File: src/rtl/wb_result_stage.sv
// wb_result_stage
// Registered write-back stage in front of the register file write port.
// It selects one of five result sources and aligns and extends load data
// by funct3 and address offset. When load data has not arrived yet, it
// holds the slot in WAIT_LOAD, and it counts the cycles spent waiting.
//
// Ports
//   clk, rst_n         clock, asynchronous active-low reset
//   in_valid/in_ready  upstream handshake (in_ready = state is IDLE)
//   result_src         000 ALU, 001 load, 010 PC+4, 011 imm, 100 PC+imm
//   funct3, addr_lsb   load type and low address bits
//   reg_write, rd      destination write intent and index
//   alu_result, pc_plus_4, immediate, pc_plus_imm   candidate results
//   mem_rdata/rvalid   raw memory word and its valid strobe
//   flush              kill the pending or incoming instruction
//   wb_valid/we/rd/data  registered write-back slot
//   stall_cnt          saturating count of load-wait cycles
module wb_result_stage #(
  parameter int WIDTH      = 32,
  parameter int ADDR_WIDTH = 5,
  parameter int CNT_WIDTH  = 16
) (
  input  logic                  clk,
  input  logic                  rst_n,
  input  logic                  in_valid,
  output logic                  in_ready,
  input  logic [2:0]            result_src,
  input  logic [2:0]            funct3,
  input  logic [2:0]            addr_lsb,
  input  logic                  reg_write,
  input  logic [ADDR_WIDTH-1:0] rd,
  input  logic [WIDTH-1:0]      alu_result,
  input  logic [WIDTH-1:0]      pc_plus_4,
  input  logic [WIDTH-1:0]      immediate,
  input  logic [WIDTH-1:0]      pc_plus_imm,
  input  logic [WIDTH-1:0]      mem_rdata,
  input  logic                  mem_rvalid,
  input  logic                  flush,
  output logic                  wb_valid,
  output logic                  wb_we,
  output logic [ADDR_WIDTH-1:0] wb_rd,
  output logic [WIDTH-1:0]      wb_data,
  output logic [CNT_WIDTH-1:0]  stall_cnt
);

  localparam logic [2:0] SRC_ALU  = 3'b000;
  localparam logic [2:0] SRC_LOAD = 3'b001;
  localparam logic [2:0] SRC_PC4  = 3'b010;
  localparam logic [2:0] SRC_IMM  = 3'b011;
  localparam logic [2:0] SRC_AUI  = 3'b100;

  typedef enum logic {IDLE, WAIT_LOAD} state_t;

  // Fields of a missed load, held while the data is outstanding.
  typedef struct packed {
    logic [ADDR_WIDTH-1:0] rd;
    logic                  we;
    logic [2:0]            funct3;
    logic [2:0]            addr_lsb;
  } ld_req_t;

  state_t  state, state_n;
  ld_req_t lat, lat_n;
  logic                  wb_valid_n, wb_we_n, cnt_inc;
  logic [ADDR_WIDTH-1:0] wb_rd_n;
  logic [WIDTH-1:0]      wb_data_n;

  // Extract and extend a load from the raw word. On a 32-bit datapath the
  // byte offset is limited to two bits, so word selection collapses to the
  // whole word and LWU/LD reduce to a pass-through.
  function automatic logic [WIDTH-1:0] align(input logic [WIDTH-1:0] d,
                                             input logic [2:0] f3,
                                             input logic [2:0] lsb);
    logic [2:0]  off;
    logic [7:0]  b;
    logic [15:0] h;
    logic [31:0] w;
    off = (WIDTH == 64) ? lsb : {1'b0, lsb[1:0]};
    b   = 8'(d >> {off, 3'b000});
    h   = 16'(d >> {off[2:1], 4'b0000});
    w   = 32'(d >> {off[2], 5'b00000});
    case (f3)
      3'b000:  align = WIDTH'(signed'(b));
      3'b100:  align = WIDTH'(b);
      3'b001:  align = WIDTH'(signed'(h));
      3'b101:  align = WIDTH'(h);
      3'b010:  align = WIDTH'(signed'(w));
      3'b110:  align = WIDTH'(w);
      default: align = d;
    endcase
  endfunction

  assign in_ready = (state == IDLE);

  always_comb begin
    state_n    = state;
    lat_n      = lat;
    wb_valid_n = 1'b0;
    wb_we_n    = 1'b0;
    wb_rd_n    = wb_rd;
    wb_data_n  = wb_data;
    cnt_inc    = 1'b0;
    if (flush) begin
      state_n = IDLE;
    end else if (state == IDLE) begin
      if (in_valid) begin
        if (result_src == SRC_LOAD && !mem_rvalid) begin
          // The miss cycle itself counts as the first stall cycle.
          lat_n   = '{rd: rd, we: reg_write, funct3: funct3, addr_lsb: addr_lsb};
          state_n = WAIT_LOAD;
          cnt_inc = 1'b1;
        end else begin
          wb_valid_n = 1'b1;
          wb_rd_n    = rd;
          wb_we_n    = reg_write && (rd != '0);
          case (result_src)
            SRC_ALU:  wb_data_n = alu_result;
            SRC_LOAD: wb_data_n = align(mem_rdata, funct3, addr_lsb);
            SRC_PC4:  wb_data_n = pc_plus_4;
            SRC_IMM:  wb_data_n = immediate;
            SRC_AUI:  wb_data_n = pc_plus_imm;
            default: begin
              wb_data_n = alu_result;
              wb_we_n   = 1'b0;
            end
          endcase
        end
      end
    end else begin
      if (mem_rvalid) begin
        wb_valid_n = 1'b1;
        wb_rd_n    = lat.rd;
        wb_we_n    = lat.we && (lat.rd != '0);
        wb_data_n  = align(mem_rdata, lat.funct3, lat.addr_lsb);
        state_n    = IDLE;
      end else begin
        cnt_inc = 1'b1;
      end
    end
  end

  always_ff @(posedge clk or negedge rst_n) begin
    if (!rst_n) begin
      state     <= IDLE;
      lat       <= '0;
      wb_valid  <= 1'b0;
      wb_we     <= 1'b0;
      wb_rd     <= '0;
      wb_data   <= '0;
      stall_cnt <= '0;
    end else begin
      state    <= state_n;
      lat      <= lat_n;
      wb_valid <= wb_valid_n;
      wb_we    <= wb_we_n;
      wb_rd    <= wb_rd_n;
      wb_data  <= wb_data_n;
      if (cnt_inc && stall_cnt != '1)
        stall_cnt <= stall_cnt + 1'b1;
    end
  end

endmodule

File: config.mk
export PLATFORM = sky130hd
export DESIGN_NAME = wb_result_stage
export DESIGN_NICKNAME = d
export VERILOG_FILES = /design/src/rtl/wb_result_stage.sv
export SDC_FILE = /design/constraint.sdc
export NUM_CORES = 1
export LEC_CHECK = 0
export ABC_CLOCK_PERIOD_IN_PS = 1980
export CAP_MARGIN = 10
export CORE_MARGIN = 2
export CORE_UTILIZATION = 39
export CTS_CLUSTER_DIAMETER = 200
export DETAILED_ROUTE_END_ITERATION = 16
export GPL_ROUTABILITY_DRIVEN = 0
export PLACE_DENSITY = 0.79
export SLEW_MARGIN = 20
export SYNTH_ARGS = -nofsm -noshare
export SYNTH_HDL_FRONTEND = slang
export SYNTH_SLANG_ARGS = --single-unit
File: constraint.sdc
create_clock -name clk -period 1.98 [get_ports clk]
set_input_delay 0.198 -clock clk [delete_from_list [all_inputs] [get_ports clk]]
set_output_delay 0.198 -clock clk [all_outputs]
set_load 0.005 [all_outputs]
# Word level (Yosys, flattened, before mapping)
# Cells that the tools add are included.
[word_totals]
n_memories = 0
latch_bits = 0
input_bits = 180
word_cells = 71
register_bits = 67
mem_bits_rw = 0
mem_bits_ro = 0
[op_classes]
n_mul = 0
n_addsub = 1
bitwise = 2
n_reduce_logical = 14
n_mux = 27
eq_ne = 13
div = 0
n_lt_le_gt_ge = 0
n_shift = 4
[op_table]
columns = ["op", "n"]
rows = [
  ["32-bit case mux with 4 select lines", 3],
  ["32-bit two-way mux", 4],
  ["32-bit by 5-bit right shift with 16-bit output", 2],
  ["32-bit by 5-bit right shift with 8-bit output", 2],
  ["5-bit two-way mux", 4],
  ["16-bit by 1-bit adder with 16-bit output, second input constant", 1],
  ["1-bit two-way mux", 16],
  ["16-bit != test, second input constant", 1],
  ["3-bit equality test, second input constant", 5],
  ["5-bit nonzero test", 2],
  ["3-bit by 1-bit equality test with 1-bit output, second input constant", 3],
  ["3-bit logical NOT", 3],
  ["4-bit AND reduction", 2],
  ["3-bit by 2-bit equality test with 1-bit output, second input constant", 2],
  ["5-bit OR reduction", 1],
  ["1-bit logical AND", 4],
  ["2-bit != test, second input constant", 2],
  ["1-bit NOT", 2],
  ["2-bit nonzero test", 1],
  ["1-bit logical NOT", 1],
]

# Depth between registers and ports, before layout
# Gate-level depths: netlist of run 1.
[depth]
depth_word = 7
mapped_depth = 8

# Least setup slack after synthesis of run 1
# OpenSTA, ideal clock, no wires.
[synth_timing]
kind = "input port to flip-flop"
startpoint = "in addr_lsb[0]"
endpoint = "reg wb_data[14]"
path_stages = 6
setup_slack_ps = 33
setup_ps = 126
arrival_time_ps = 1821
cell_sequence = "clkbuf_1 mux2_2 a221oi_2 and3_1 a2111oi_0 o32a_1"
[synth_between]
elab_chain_cells = 6
[synth_rtl]
columns = ["item", "line_no", "text"]
rows = [
  ["from (decl)", "29", "input logic [2:0] addr_lsb,"],
  ["32-bit by 5-bit right shift with 8-bit output", "79", "b = 8'(d >> {off, 3'b000});"],
  ["32-bit case mux with 4 select lines", "82", "case (f3)"],
  ["32-bit case mux with 4 select lines", "116", "case (result_src)"],
  ["32-bit two-way mux", "107", "if (result_src == SRC_LOAD && !mem_rvalid) begin"],
  ["32-bit two-way mux", "106", "if (in_valid) begin"],
  ["32-bit two-way mux", "105", "end else if (state == IDLE) begin"],
  ["to (signal assigned)", "157", "wb_data <= wb_data_n;"],
  ["to (decl)", "42", "output logic [WIDTH-1:0] wb_data,"],
]
# Every way passes these cells. The select of a mux whose other input is x is not followed.
# A chain may end at the register's enable or synchronous reset.

# Final worst setup path of run 1
[layout_timing]
startpoint = "in addr_lsb[0]"
endpoint = "reg wb_data[6]"
# Same word-level chain as after synthesis.

==> results by group, run 1 <==
Detailed routing
  – Iteration-0 DRC Markers: about 630
  – Drt wl/cell: 21.6 um
  – Via density: 6.15
  – WL final: 23,700 um
  – DR vias: between 6,000 and 7,000
  – DRC Markers: 0
  – Drt pass-1 iters: 5
  – Post-route ant nets: 0

Synthesis
  – Yosys warnings: 0
  – Synth Net Count: around 790
  – Seq/Total Area, Yosys: 31.8%
  – EDFF count, synth: 0
  – Synthesized area per cell: 8.68 um2
  – Synth Register Bits: 67
  – Async set-or-reset flop fraction in the synthesized netlist: 100%
  – Mapped Cells: 607
  – Synth Cell Area: 5270 um2
  – Unique masters post-synth: 55
  – Ys flop type: dfrtp_1

Timing
  – Final hold violation count: 0
  – Max-slew violations: 0
  – F_max: 508 MHz
  – Final Worst Setup Slack: around 0.013 ns
  – Min Tclk post-route: 1.97 ns
  – WHS: around 0.46 ns
  – Slew margin rel.: 51.6%
  – Endpoints failing setup: 0
  – Worst slew pin tran: slightly above 0.7 ns
  – Period utilization: 99.4%
  – Total negative setup slack: 0 ns
  – Clk_skew: 0.00600 ns

Placed design
  – DP Area: 8490 um2
  – # placed instances: 1,074
  – Detailed Place HPWL: 18,300 um
  – PortBufs: approximately 230
  – Worst slack at placement: -0.530 ns

Power
  – Leak: around 3.5 nW
  – Clock power share: 30.9%
  – Comb power frac: 37.1%
  – Sw frac: 31.2%
  – Peak supply drop: roughly 0.66 mV
  – Int Pwr: 3.84 mW
  – Total power draw: around 5.6 mW
  – Power Density: 628 nW/um2
  – Register share of total power: ~32%
  – Switching power: 1.74 mW

Layout
  – Final instance area: 8890 um2
  – P&R area growth vs syn: 68.9%
  – Final nets: 1,096
  – N_diodes: 0
  – Most frequent cells in the layout: clkdlybuf4s50_1 (230), buf_4 (102), nor2_1 (67), dfrtp_1 (67), o21ai_0 (43)
  – Layout cells sized above 1: 18.5%
  – Final Instance Count excl. Fillers: 1,096
  – Commonest non-fill, non-tap cell in the layout: clkdlybuf4s50_1
  – Post-layout util: 67.4%

Floorplanning
  – Die X: 120 um
  – Floorplan row count: 42
  – Initial core utilization: 39.9%
  – # IOs: 236
  – Core area: ~13,000 um2
  – Die height: 120 um
  – Die area: 14,500 um2

Critical path
  – Crit Reg-Reg Startpoint: lat[4]$_DFFE_PN0P_
  – Worst setup path startpoint: addr_lsb[0]
  – Worst path most repeated cell: buf_4
  – Crit-path max FO: 7
  – R2R Path End: wb_data[9]$_DFFE_PN0P_
  – Worst EP required: 2.26 ns
  – Cell count of the worst reg-to-reg path: 5
  – Startpoint types: input pin
  – Worst reg-to-reg setup slack: 0.08 ns
  – Cells along the critical path: clkdlybuf4s50_1, buf_4, nand2b_1, buf_4, a221o_1, a211oi_1, buf_4, o22a_1
  – Nature of the critical path endpoint: flop
  – Arrival @ worst endpoint: 2.25 ns
  – Critical path class: input pin to flop
  – Slowest cell on crit path: clkdlybuf4s50_1
  – Worst setup path endpoint: wb_data[6]$_DFFE_PN0P_
  – Delay of the slowest cell on the worst path: ~0.60 ns

Clocking
  – H-tree Lvls: 3
  – Cts bufs inserted: 9
  – Max Root-Sink Buffers: 2
  – Clock latency on the worst-skew pair: ~0.34 ns
  – CTS tree: yes
  – Register clock-pin slew on the reported worst setup and hold paths: 0.06 ns
  – Clock tree sinks: 67
  – CTS Root Cell: clkbuf_16

Outcome
  – Status: completed

GRT
  – First-pass GRT wire length: 36,300 um
  – Initial antenna violation count: 0
  – Grt total ovfl: 0
  – Total GRT Usage: 32.1%
  – Largest net degree at the start of global routing: 35
  – Vias in the first global route: 6,739

Flow run
  – Max_cap viols: 0

Hold path
  – Type of the worst min-delay path: input pin to asynchronous set/reset pin
-- per-layer routing --
| metal | GRT usage [%] | vias up | routed length [um] |
|---|---|---|---|
| li1 | - | 2989 | - |
| met1 | 37.0 | 3184 | 8470 |
| met2 | 56.1 | 484 | 11400 |
| met3 | 9.43 | 82 | 2780 |
| met4 | 11.8 | 0 | 1030 |
| met5 | 0 | - | 0 |
-- power groups by stage --
stage          clock network, mW  registers, mW  logic [mW]
2_1_floorplan                  0           1.75       0.828
3_3_place_gp                   0           1.79        1.96
6_report                    1.72           1.79        2.07
3_5_place_dp                   0           1.81        2.01
4_1_cts                     1.74           1.79        2.04
5_1_grt                     1.82           1.81        2.20
-- worst min path at each step --
stage | end | slack, ns | startpoint
after global placement | wb_data[30]$_DFFE_PN0P_ | 0.26 | rst_n
after CTS | wb_data[30]$_DFFE_PN0P_ | 0.47 | rst_n
final | wb_data[30]$_DFFE_PN0P_ | 0.46 | rst_n
after floorplan | lat[0]$_DFFE_PN0P_ | -0.1 | rst_n
after detailed placement | wb_data[30]$_DFFE_PN0P_ | 0.28 | rst_n
after global routing | wb_data[30]$_DFFE_PN0P_ | 0.50 | rst_n
-- cell type report --
| type | count | area (um2) |
|---|---|---|
| Clock buffer | 9 | 225 |
| Inverter | 16 | 63.8 |
| Clock inverter | 7 | 92.6 |
| Multi-Input combinational cell | 476 | 3350 |
| Tap cell | 176 | 220 |
| Timing Repair Buffer | 345 | 3270 |
| Fill cell | 1018 | 4300 |
| Sequential cell | 67 | 1680 |
-- worst max-delay path: cells and delay by family --
| family | cells | cell delay, ns |
|---|---|---|
| AO/OA/AOI/OAI | 3 | 0.81 |
| buffers and inverters | 4 | 1.14 |
| AND/OR/NAND/NOR | 1 | 0.09 |
-- state kept, by name (all words and copies together), names as in the netlist --
name / count
wb_valid: 1
stall_cnt: 16
wb_we: 1
lat: 11
wb_rd: 5
state: 1
wb_data: 32
-- what timing repair did --
item	CTS	global route
resized for setup	10	1
pin swaps	1	0
buffers inserted	1	4
hold endpoints to repair	25	0
endpoints found under the setup margin	29	2
hold buffers	1	0
-- kinds of logic (layout without fill, tap and decap cells) --
| logic type | Yosys count | in the layout | share of synthesized area [%] |
|---|---|---|---|
| and+or+nand+nor | 182 | 182 | 17.5 |
| xor gates and xnor gates | 15 | 15 | 2.49 |
| muxes | 53 | 53 | 10.7 |
| AOI/OAI and AO/OA | 225 | 225 | 32.1 |
| buffers and inverters | 64 | 377 | 5.18 |
| DFF | 67 | 67 | 31.8 |
| adders and majority gates | 1 | 1 | 0.237 |
-- synthesized netlist by cell type (3+ instances only) --
cell        n  area, um2
a2111oi_0   7       61.3
a211o_1     3       26.3
a211oi_1    3       22.5
a21oi_1    34        170
a221o_1     3       30.0
a221oi_1   29        254
a221oi_2   12        180
a22oi_1     8       60.1
a31oi_1     9       56.3
and3_1      3       18.8
buf_1       3       11.3
buf_2       8       40.0
clkbuf_1   33        124
dfrtp_1    67       1680
inv_1      14       52.6
mux2_2     16        180
mux2i_1    36        360
nand2_1    35        131
nand2b_1    9       56.3
nand3_1    11       55.1
nand4_1     9       56.3
nor2_1     68        255
nor2b_1    11       68.8
nor3_1      7       35.0
nor3b_1     5       37.5
nor4b_1    12        105
o21a_1      7       52.6
o21ai_0    44        220
o221ai_1   16        140
o22ai_1    16        100
o2bb2ai_1  16        140
o32a_1      7       70.1
xnor2_1    10       87.6
xor2_1      5       43.8
Power figures use the tool's default switching activity.
==> run 2, diff against run 1 <==
--- a/config.mk
+++ b/config.mk
@@ -6,14 +6,14 @@
 export NUM_CORES = 1
 export LEC_CHECK = 0
 export ABC_CLOCK_PERIOD_IN_PS = 1980
-export CAP_MARGIN = 10
+export CAP_MARGIN = 5
 export CORE_MARGIN = 2
 export CORE_UTILIZATION = 39
 export CTS_CLUSTER_DIAMETER = 200
 export DETAILED_ROUTE_END_ITERATION = 16
 export GPL_ROUTABILITY_DRIVEN = 0
 export PLACE_DENSITY = 0.79
-export SLEW_MARGIN = 20
+export SLEW_MARGIN = 10
 export SYNTH_ARGS = -nofsm -noshare
 export SYNTH_HDL_FRONTEND = slang
 export SYNTH_SLANG_ARGS = --single-unit
==> results of run 2 <==
No change in the layout: final DEF, timing and power equal those of run 1.
==> run 3, diff against run 2 <==
--- a/config.mk
+++ b/config.mk
@@ -5,14 +5,15 @@
 export SDC_FILE = /design/constraint.sdc
 export NUM_CORES = 1
 export LEC_CHECK = 0
+export ABC_AREA = 1
 export ABC_CLOCK_PERIOD_IN_PS = 1980
 export CAP_MARGIN = 5
 export CORE_MARGIN = 2
-export CORE_UTILIZATION = 39
+export CORE_UTILIZATION = 40
 export CTS_CLUSTER_DIAMETER = 200
 export DETAILED_ROUTE_END_ITERATION = 16
 export GPL_ROUTABILITY_DRIVEN = 0
-export PLACE_DENSITY = 0.79
+export PLACE_DENSITY = 0.78
 export SLEW_MARGIN = 10
 export SYNTH_ARGS = -nofsm -noshare
 export SYNTH_HDL_FRONTEND = slang
==> results by group, run 3 <==
Critical path
  – Worst EP required: 1.78 ns
  – Delay of the slowest cell on the worst path: between 0.5 and 0.6 ns
  – Nature of the critical path endpoint: output port
  – Crit-path max FO: 52
  – Cells along the critical path: clkinv_1, buf_12, clkdlybuf4s50_1
  – Critical path class: flop to output port
  – Arrival @ worst endpoint: around 1.7 ns
  – Slowest cell on crit path: clkdlybuf4s50_1
  – Worst reg-to-reg setup slack: 0.21 ns
  – R2R Path End: stall_cnt[10]$_DFFE_PN0P_
  – Cell count of the worst reg-to-reg path: 9
  – Crit Reg-Reg Startpoint: stall_cnt[0]$_DFFE_PN0P_
  – Startpoint types: flop

Flow run
  – Max_cap viols: 0

Synthesis
  – Synth Register Bits: 67
  – Top area cells in the synthesized netlist: dfrtp_1 (28%), nand2_1 (23%), a21oi_1 (8.2%)
  – Most common cell in the netlist: nand2_1
  – Synthesized area per cell: roughly 5.7 um2
  – Synth Area in XOR/XNOR: 2.08%
  – Ys flop type: dfrtp_1
  – Mux contribution to synthesized area: 0.191%
  – Largest family of logic cells by synthesized area: simple AND/OR/NAND/NOR gates
  – Fraction of the mapped netlist area in compound gates: between 10% and 20%
  – Commonest cells post-synth: nand2_1 (359), inv_1 (103), a21oi_1 (97)
  – Yosys warnings: 0
  – Unique masters post-synth: 32
  – EDFF count, synth: 0
  – Synth Net Count: 1,208
  – Area fraction of the dominant cell type after synthesis: 28.4%
  – Async set-or-reset flop fraction in the synthesized netlist: 100%
  – Post-synthesis adder-cell area fraction: less than 1%
  – Synth Area in Simple Gates: between 30% and 40%
  – Seq/Total Area, Yosys: 28.4%
  – Synth Cell Area: slightly below 6000 um2
  – Leading area contributor after synthesis: dfrtp_1
  – Mapped Cells: 1,027

Floorplanning
  – Initial core utilization: 40.7%
  – # IOs: 236
  – Die height: between 100 and 150 um
  – Core area: 14,500 um2
  – Die area: 15,700 um2
  – Floorplan row count: 44
  – Die X: 125 um

Detailed routing
  – Drt wl/cell: ~15 um
  – Iteration-0 DRC Markers: 639
  – DRC Markers: 0
  – DR vias: 7,637
  – WL final: 22,300 um
  – Via density: around 5.2
  – Post-route ant nets: 0
  – Drt pass-1 iters: 5

Clocking
  – Max Root-Sink Buffers: 2
  – H-tree Lvls: 3
  – Post-CTS setup buffers: 0
  – Cts bufs inserted: 9
  – Clock latency on the worst-skew pair: about 0.35 ns
  – Clock tree sinks: 67
  – CTS tree: yes
  – Register clock-pin slew on the reported worst setup and hold paths: around 0.060 ns
  – CTS Root Cell: clkbuf_16

Placed design
  – PortBufs: between 200 and 250
  – Detailed Place HPWL: 17,400 um
  – # placed instances: 1,443

Timing
  – Endpoints failing setup: 0
  – Slew margin rel.: 65.2%
  – Min Tclk post-route: 1.90 ns
  – Worst slew pin tran: roughly 0.52 ns
  – Total negative setup slack: 0 ns
  – F_max: about 530 MHz
  – RSZ-0062 raised after global routing: true
  – Max-slew violations: 0
  – Clk_skew: just under 0.007 ns
  – Final hold violation count: 0
  – Period utilization: 96.1%

GRT
  – Initial antenna violation count: 0
  – Grt total ovfl: 0
  – Total GRT Usage: 28.2%
  – First-pass GRT wire length: 35,700 um
  – Largest net degree at the start of global routing: 68
  – Vias in the first global route: 7,185

Layout
  – Commonest non-fill, non-tap cell in the layout: nand2_1
  – P&R area growth vs syn: 54.2%
  – Largest Register: wb_data
  – Biggest regs: wb_data (32), stall_cnt (16), lat (11)
  – Final Instance Count excl. Fillers: 1,460
  – Most frequent cells in the layout: nand2_1 (359), clkdlybuf4s50_1 (233), inv_1 (103)
  – Final nets: around 1,500
  – Max reg flops: 32
  – Layout cells sized above 1: about 7.4%
  – N_diodes: 0
  – Fillers: 1,397

Power
  – Sw frac: 32.8%
  – Leak: ~4.5 nW
  – Register share of total power: 31.6%
  – Int Pwr: 3.75 mW
  – Peak supply drop: ~0.39 mV
  – Comb power frac: a little over a third
  – Switching power: roughly 1.8 mW
  – Power Density: 614 nW/um2
  – Clock power share: 31.8%

Outcome
  – Status: completed

Hold path
  – Type of the worst min-delay path: input pin to asynchronous set/reset pin
==> run 3: cell types whose count changed after synthesis, sizes merged, moves of 33 or more <==
cell and delta:
nor2 +33, a221oi -41, nand2 +329, mux2i -36, a21oi +63, o21ai +52
inv +93, nand3 +85
==> run 3: critical path: cells and delay by family (launching register included) <==
| family | cells | cell delay [ns] |
|---|---|---|
| buf+inv | 3 | 0.87 |
| flops | 1 | 0.48 |
==> run 3: layout make-up <==
class	instances	area, um2	share of cell area [%]
clock inverters	7	98.8	1.09
multi-input cells	796	3590	39.5
well taps	184	230	2.53
repair buffers	289	2870	31.5
clock buffers	9	225	2.48
flip-flops and latches	67	1680	18.5
inverters	108	405	4.46
==> run 3: worst max path at each step <==
stage / startpoint / endpoint / slack (ns) / cells past startpoint
final: state$_DFF_PN0_ / in_ready / 0.08 / 3
after global routing: stall_cnt[0]$_DFFE_PN0P_ / stall_cnt[10]$_DFFE_PN0P_ / -0.04 / 8
after CTS: state$_DFF_PN0_ / in_ready / 0.002 / 3
after detailed placement: result_src[2] / stall_cnt[15]$_DFFE_PN0P_ / -0.008 / 9
after global placement: result_src[2] / stall_cnt[8]$_DFFE_PN0P_ / 0.04 / 10
after floorplan: stall_cnt[0]$_DFFE_PN0P_ / stall_cnt[5]$_DFFE_PN0P_ / 0.41 / 8
==> run 3: cell families after synthesis <==
family                   Yosys count
AND/OR/NAND/NOR                  573
AO/OA/AOI/OAI                    207
buffers and inverters            164
flip-flops                        67
XOR/XNOR                          14
multiplexers                       1
adder cells (fa/ha/maj)            1
==> run 3: power by group through the flow <==
stage | registers, mW | logic (mW) | clock network [mW]
detailed placement | 1.78 | 2.03 | 0
global route | 1.80 | 2.26 | 1.87
floorplan | 1.75 | 0.892 | 0
finish | 1.76 | 2.04 | 1.77
global placement | 1.78 | 2.00 | 0
CTS | 1.76 | 2.04 | 1.81
==> run 3: repair_timing <==
action	in CTS	in global routing
setup endpoints to repair	0	10
hold endpoints to repair	67	0
hold buffers	1	0
resized for setup	0	4
==> run 3: through the flow <==
| stage | setup WS, ns | cell area (um2) | power [mW] | hold slack, ns | utilization, % |
|---|---|---|---|---|---|
| 2_1_floorplan | 0.407 | 5890 | 2.64 | -0.0976 | - |
| 3_3_place_gp | 0.0372 | 8740 | 3.78 | 0.248 | 60.4 |
| 3_5_place_dp | -0.00757 | 8740 | 3.81 | 0.260 | 60.4 |
| 4_1_cts | 0.00185 | 9070 | 5.61 | 0.428 | 62.7 |
| 5_1_grt | -0.0392 | 9090 | 5.92 | 0.459 | 62.8 |
| 6_report | 0.0773 | 9090 | 5.58 | 0.407 | 62.8 |
==> run 3: layer usage <==
layer	vias up	share of wire, %	track usage (%)
met4	0	3.5	11.2
li1	3769	-	-
met2	413	47	46.5
met1	3399	40	36.1
met5	-	0	0
met3	56	9.5	6.12
